File: config.mk
export PLATFORM = sky130hd
export DESIGN_NAME = dmem_arbiter
export DESIGN_NICKNAME = d
export VERILOG_FILES = /design/src/rtl/dmem_arbiter.sv
export SDC_FILE = /design/constraint.sdc
export NUM_CORES = 1
export LEC_CHECK = 0
export CAP_MARGIN = 10
export CORE_AREA = 2 2 91 93
export CTS_CLUSTER_DIAMETER = 150
export CTS_CLUSTER_SIZE = 12
export DETAILED_ROUTE_END_ITERATION = 8
export DIE_AREA = 0 0 93 95
export PLACE_DENSITY = 0.68
export SLEW_MARGIN = 15
export SYNTH_ARGS = -nofsm -noshare
export SYNTH_HDL_FRONTEND = slang
export SYNTH_SLANG_ARGS = --single-unit
File: constraint.sdc
create_clock -name CLK -period 1.58 [get_ports CLK]
set_clock_uncertainty 0.15 [all_clocks]
set_input_delay 0.237 -clock CLK [delete_from_list [all_inputs] [get_ports CLK]]
set_output_delay 0.237 -clock CLK [all_outputs]
set_load 0.05 [all_outputs]
File: src/rtl/dmem_arbiter.sv
// -----------------------------------------------------------------------------
// dmem_arbiter
//
// Shares the single-port data RAM between the CPU MEM stage and the AUX
// loader/debug port. One access is granted per cycle. The CPU has priority,
// but after STARVE_MAX consecutive CPU wins while AUX waits, AUX is forced
// through. Read data comes back one cycle after issue and is routed to the
// requester that issued the read.
//
// Parameters
//   AW          word-address width of the data RAM
//   DW          data width
//   STARVE_MAX  consecutive CPU wins tolerated while AUX waits (1..15)
//
// Ports
//   CLK, RESET                     clock, synchronous active-high reset
//   cpu_req/we/addr/wdata          CPU request (held while cpu_stall=1)
//   cpu_stall                      CPU lost arbitration this cycle
//   cpu_rvalid/cpu_rdata           CPU read return (rdata=0 when not valid)
//   aux_req/we/addr/wdata          AUX request (held until aux_gnt)
//   aux_gnt                        AUX access issued this cycle
//   aux_rvalid/aux_rdata           AUX read return (rdata=0 when not valid)
//   ram_en/we/addr/wdata           RAM command (all 0 when idle)
//   ram_rdata                      RAM read data, valid 1 cycle after issue
//   stat_cpu_gnt/stat_aux_gnt/stat_stall
//                                  saturating event counters, present only
//                                  when ARB_STATS_EN is defined
//
// Handshake: a request is a "valid" that must stay asserted with stable
// payload until accepted. The CPU side is accepted in any cycle where
// cpu_req=1 and cpu_stall=0; the AUX side is accepted in any cycle where
// aux_gnt=1. An accepted read returns exactly one cycle later as a
// single-cycle rvalid pulse; there is no back-pressure on the return path.
// -----------------------------------------------------------------------------
module dmem_arbiter #(
   parameter int AW         = 10,
   parameter int DW         = 32,
   parameter int STARVE_MAX = 4
) (
   input  logic          CLK,
   input  logic          RESET,
   input  logic          cpu_req,
   input  logic          cpu_we,
   input  logic [AW-1:0] cpu_addr,
   input  logic [DW-1:0] cpu_wdata,
   output logic          cpu_stall,
   output logic          cpu_rvalid,
   output logic [DW-1:0] cpu_rdata,
   input  logic          aux_req,
   input  logic          aux_we,
   input  logic [AW-1:0] aux_addr,
   input  logic [DW-1:0] aux_wdata,
   output logic          aux_gnt,
   output logic          aux_rvalid,
   output logic [DW-1:0] aux_rdata,
   output logic          ram_en,
   output logic          ram_we,
   output logic [AW-1:0] ram_addr,
   output logic [DW-1:0] ram_wdata,
   input  logic [DW-1:0] ram_rdata
`ifdef ARB_STATS_EN
   ,
   output logic [31:0]   stat_cpu_gnt,
   output logic [31:0]   stat_aux_gnt,
   output logic [31:0]   stat_stall
`endif
);

   localparam logic [3:0] STARVE_LIM = 4'(STARVE_MAX);
   localparam logic       OWN_CPU    = 1'b0;
   localparam logic       OWN_AUX    = 1'b1;

   logic [3:0] starve_cnt;
   logic       rd_pend;
   logic       rd_owner;
   logic       aux_forced;
   logic       cpu_won;
   logic       aux_won;
   logic       rd_issue;

   // ---------------------------------------------------------------------------
   // Grant. Everything is gated by RESET so no command leaks out while the
   // requesters may still be asserting stale requests.
   // ---------------------------------------------------------------------------
   assign aux_forced = cpu_req & aux_req & (starve_cnt == STARVE_LIM);
   assign cpu_won    = ~RESET & cpu_req & ~aux_forced;
   assign aux_won    = ~RESET & aux_req & (~cpu_req | aux_forced);

   assign cpu_stall  = ~RESET & cpu_req & ~cpu_won;
   assign aux_gnt    = aux_won;

   always_comb begin
      ram_en    = 1'b0;
      ram_we    = 1'b0;
      ram_addr  = '0;
      ram_wdata = '0;
      if (cpu_won) begin
         ram_en    = 1'b1;
         ram_we    = cpu_we;
         ram_addr  = cpu_addr;
         ram_wdata = cpu_wdata;
      end else if (aux_won) begin
         ram_en    = 1'b1;
         ram_we    = aux_we;
         ram_addr  = aux_addr;
         ram_wdata = aux_wdata;
      end
   end

   assign rd_issue = ram_en & ~ram_we;

   // ---------------------------------------------------------------------------
   // Starvation counter: counts CPU wins only while AUX is actually waiting.
   // Any cycle where AUX is idle or gets through restarts the count.
   // ---------------------------------------------------------------------------
   always_ff @(posedge CLK) begin
      if (RESET) begin
         starve_cnt <= '0;
      end else if (aux_won || !aux_req) begin
         starve_cnt <= '0;
      end else if (cpu_won) begin
         starve_cnt <= starve_cnt + 4'd1;
      end
   end

   // ---------------------------------------------------------------------------
   // Read return tracking. Only one read can be outstanding because the RAM
   // latency is one cycle, so a single owner bit is enough to keep
   // alternating-owner reads in issue order.
   // ---------------------------------------------------------------------------
   always_ff @(posedge CLK) begin
      if (RESET) begin
         rd_pend  <= 1'b0;
         rd_owner <= OWN_CPU;
      end else begin
         rd_pend <= rd_issue;
         if (rd_issue) begin
            rd_owner <= aux_won ? OWN_AUX : OWN_CPU;
         end
      end
   end

   // Gating with RESET drops a return whose read was issued in the cycle just
   // before reset went high.
   assign cpu_rvalid = ~RESET & rd_pend & (rd_owner == OWN_CPU);
   assign aux_rvalid = ~RESET & rd_pend & (rd_owner == OWN_AUX);
   assign cpu_rdata  = cpu_rvalid ? ram_rdata : '0;
   assign aux_rdata  = aux_rvalid ? ram_rdata : '0;

`ifdef ARB_STATS_EN
   // ---------------------------------------------------------------------------
   // Saturating event counters.
   // ---------------------------------------------------------------------------
   always_ff @(posedge CLK) begin
      if (RESET) begin
         stat_cpu_gnt <= '0;
         stat_aux_gnt <= '0;
         stat_stall   <= '0;
      end else begin
         if (cpu_won && (stat_cpu_gnt != 32'hFFFF_FFFF)) begin
            stat_cpu_gnt <= stat_cpu_gnt + 32'd1;
         end
         if (aux_won && (stat_aux_gnt != 32'hFFFF_FFFF)) begin
            stat_aux_gnt <= stat_aux_gnt + 32'd1;
         end
         if (cpu_stall && (stat_stall != 32'hFFFF_FFFF)) begin
            stat_stall <= stat_stall + 32'd1;
         end
      end
   end
`endif

endmodule

# Yosys cells after proc, flatten, opt, wreduce, memory -nomap -nowiden
# Cells that the tools add are included.
# W data, S select, Z words.
[totals] register_bits=6 latch_bits=0 ramBits=0 mem_bits_ro=0 inputBits=122 word_cells=36 n_memories=0
[op_classes] addsub=1 multipliers=0 n_div=0 order_cmp=0 n_eq_ne=1 n_shift=0 muxes=10 bitwise_logic=18 reduce_logical=3
[op_table] op="$mux W32" n=4
[op_table] op="$mux W10" n=2
[op_table] op="$and A1 B1 Y1" n=11
[op_table] op="$not A1 Y1" n=6
[op_table] op="$add A4 B1 Y4 const B" n=1
[op_table] op="$eq A4 B3 Y1 const B" n=1
[op_table] op="$mux W1" n=4
[op_table] op="$reduce_or A2 Y1" n=1
[op_table] op="$logic_not A1 Y1" n=1
[op_table] op="$logic_or A1 B1 Y1" n=1
[op_table] op="$or A1 B1 Y1" n=1

# Depth between registers and ports, before layout
[depth] ltp_word=8 mapped_depth=7

# Worst setup path before layout
# OpenSTA, ideal clock, no wires.
[synth_path] kind="register -> output" start="reg starve_cnt[0]" end="out ram_addr[0]" arrival_time_ps=1730 path_slack_ps=-537 path_stages_with_launch=8 path_buffers=1 cell_sequence="dfxtp_1 -> inv_1 -> ha_1 -> nand3b_1 -> a21o_1 -> inv_2 -> buf_2 -> a22o_1"
[synth_via] elab_chain_len=6
[synth_lines] element="start: declaration" line="73" rtl="logic [3:0] starve_cnt;"
[synth_lines] element="start signal: assignment" line="122" rtl="starve_cnt <= starve_cnt + 4'd1;"
[synth_lines] element="$eq A4 B3 Y1" line="85" rtl="assign aux_forced = cpu_req & aux_req & (starve_cnt == STARVE_LIM);"
[synth_lines] element="$and A1 B1 Y1" line="85"
[synth_lines] element="$or A1 B1 Y1" line="87" rtl="assign aux_won = ~RESET & aux_req & (~cpu_req | aux_forced);"
[synth_lines] element="$and A1 B1 Y1" line="87"
[synth_lines] element="named net aux_gnt" line="53" rtl="output logic aux_gnt,"
[synth_lines] element="$mux W10" line="102" rtl="end else if (aux_won) begin"
[synth_lines] element="$mux W10" line="97" rtl="if (cpu_won) begin"
[synth_lines] element="end: declaration" line="58" rtl="output logic [AW-1:0] ram_addr,"
# The timed path passes the listed nets, and every way through them passes these cells.

# Final worst setup path
[layout_path] start="reg starve_cnt[0]" end="out ram_wdata[20]"
[layout_via] elab_chain_len=6
[layout_lines] element="$eq A4 B3 Y1 (*)" line="85"
[layout_lines] element="$and A1 B1 Y1 (*)" line="85"
[layout_lines] element="$or A1 B1 Y1" line="87"
[layout_lines] element="$and A1 B1 Y1" line="87"
[layout_lines] element="$mux W32" line="102"
[layout_lines] element="$mux W32 (*)" line="97"
[layout_lines] element="end: declaration" line="59" rtl="output logic [DW-1:0] ram_wdata,"
# Every way passes the cells marked *; elsewhere a longest branch is shown, timed or not.

==> out/metrics.yaml <==
detail_route.first_pass.iterations: 4
final.fill_count: 490
diodes: 0
p_sw_frac: 0.378
drtAntennaViolNets: 0
ir_drop_v: 0.000234
gr-usage-all-layers: 0.220
drcViolationCount: 0
grt_pass1_wl_mm: 14.7
h-tree-depth: 1
clkPwrFrac: 0.121
final_common_cell: "buf_12"
multi_input_area_um2: 1540
critPathRequiredTime_ns: 1.19
tritoncts: "done"
die-height_um: 95
initial_core_util: 0.147
worst_slew_pin_slew_ns: 0.226
power.switching_mw: 0.719
cts_buffers: 3
critPathLaunchType: "flop"
grt_max_degree: 18
synth_area_um2: 1160
antenna_found_initial: 0
p_per_area_nw_per_um2: 319
pwr-share-comb: 0.795
clkTransAtPathRegs_ns: 0.04
drive_gt1_frac: 0.667
place_congestion: 0.789
dp_hpwl_mm: 7.26
syn_inst: 156
min_from: "RESET"
nNetsFinal: 547
synth_fp_nets: 280
max_clock_freq_ghz: 0.470
yosys.area.top_type: "and2_1"
row_count: 33
post-route-period-util: 1.35
ys_seq_area_frac: 0.103
wl_per_cell_um: 18.5
routed_wl_mm: 9.73
register_area_um2: 128
grt_pass1_vias: 2534
slew_viol_final: 0
synth.top_cell.area_share: 0.344
dieArea_um2: 8840
total_power_mw: 1.90
syn_to_final_growth_pct: 413
drtIter0Drc: 46
p_leak_nw: 2.60
internal_power_mw: 1.18
io_pins: 234
violations: "negative setup slack"
finalSetupViolCount: 115
max_slew_margin: 0.849
clockRootBuffer: "clkbuf_8"
cts_sinks: 6
ys_types: 24
setup-tns-final_ns: -33.64
worst_setup_path_end_kind: "primary output"
placed_cells: 500
num_vias: 2334
rsz0062_at_grt: "true"
instances_no_fill: 526
synth.ff_latch_count: 6
drv_cap: 0
syn-mean-instance-area_um2: 7.46
core-area_um2: 7930
grt-ovfl-total: 0
hp-class: "in -> reg"
io_buffers: 233
preCtsSetupSlack_ns: -0.583
path_max_fanout: 17
viasPerCell: 4.44
rr_startpoint: "starve_cnt[0]$_SDFFE_PP0P_"
die_width_um: 93
p_seq_frac: 0.084
period_minus_slack_ns: 2.13
cp-startpoint: "starve_cnt[0]$_SDFFE_PP0P_"
clock_path_buffers: 2
synth_area_leaders: "and2_1 34%, a22o_1 32%, dfxtp_1 10%, and3_1 2.7%, buf_2 2.6%"
clock_latency_ns: 0.22
setup_ws_ns: -0.548
worst-setup-path-type: "reg -> out"
finalHoldViolations: 0
yosysWarnings: 0
final_cell_mix: "119 x buf_12, 118 x clkdlybuf4s50_1, 64 x and2_4"
worstPathArrival_ns: 1.74
status: "complete, but fails checks"
==> logic make-up (layout without fill, tap and decap cells) <==
| kind of cell | count (synthesis) | count (layout) | synth area share |
|---|---|---|---|
| compound gates | 47 | 47 | 0.348 |
| flops | 6 | 6 | 0.103 |
| fa+ha+maj | 2 | 2 | 0.0215 |
| buf+inv | 20 | 285 | 0.0806 |
| simple gates | 79 | 79 | 0.431 |
| xor+xnor | 2 | 2 | 0.0151 |
==> flip-flops by register name (all words and copies together), names as in the netlist <==
register	count
starve_cnt	4
rd_owner	1
rd_pend	1
==> critical path: stages, from the launching register on <==
cell and delay (ns):
dfxtp_2 0.32, inv_2 0.05, ha_4 0.15, nand3b_1 0.10
a21o_1 0.19, inv_4 0.10, buf_12 0.17, a22o_4 0.27
buf_12 0.14
==> final cells by class <==
cell class | count | share of cell area
clock buffers | 3 | 0.00692
inverters | 5 | 0.00357
repair buffers | 277 | 0.689
flip-flops and latches | 6 | 0.0214
well taps | 105 | 0.0220
multi-input cells | 130 | 0.257
==> worst paths after layout <==
check        slack [ns]                    endpoint  cells past startpoint
max               -0.55               ram_wdata[20]                      8
min                0.23          rd_pend$_SDFF_PP0_                      3
max reg2reg       -0.12  starve_cnt[1]$_SDFFE_PP0P_                      7
min reg2reg        0.39       rd_owner$_SDFFE_PP0P_                      2
==> repair_timing <==
action / 4_1_cts / 5_1_grt
hold buffers: 0 / 0
resized for setup: 97 / 9
endpoints found under the setup margin: 116 / 118
cloned: 12 / 0
endpoints found under the hold margin: 0 / 0
setup buffers: 16 / 2
pin swaps: 46 / 11
==> cells in the mapped netlist (all sizes together) <==
master  instances
o211ai          1
nor2            2
inv             5
and4b           1
a21o            1
nand3           1
dfxtp           6
nor3b           1
buf             9
o32ai           1
and3            5
xnor2           1
ha              2
nand3b          1
clkbuf          6
a22o           43
o21ai           1
nor3            2
and2           64
nand2b          2
xor2            1
==> metrics by stage <==
| step | hold WS (ns) | util | cell area (um^2) |
|---|---|---|---|
| finish | 0.234 | 0.752 | 5960 |
| global route | 0.255 | 0.752 | 5960 |
| CTS | 0.235 | 0.761 | 6030 |
| detailed placement | 0.389 | 0.677 | 5370 |
| global placement | 0.365 | 0.677 | 5370 |
| floorplan | 0.196 | - | 1680 |
==> power groups by stage <==
stage | clock network, mW | registers, mW | logic (mW)
2_1_floorplan | 0 | 0.161 | 0.582
3_3_place_gp | 0 | 0.161 | 1.38
3_5_place_dp | 0 | 0.162 | 1.40
4_1_cts | 0.239 | 0.161 | 1.53
5_1_grt | 0.248 | 0.160 | 1.57
6_report | 0.231 | 0.159 | 1.51
==> metal layers <==
metal / track usage / up-vias / share of wire
li1: - / 1095 / -
met1: 0.200 / 1080 / 0.30
met2: 0.465 / 149 / 0.59
met3: 0.0646 / 10 / 0.097
met4: 0.0564 / 0 / 0.015
met5: 0 / - / 0
Note: power is estimated with default switching activity, not from simulation.
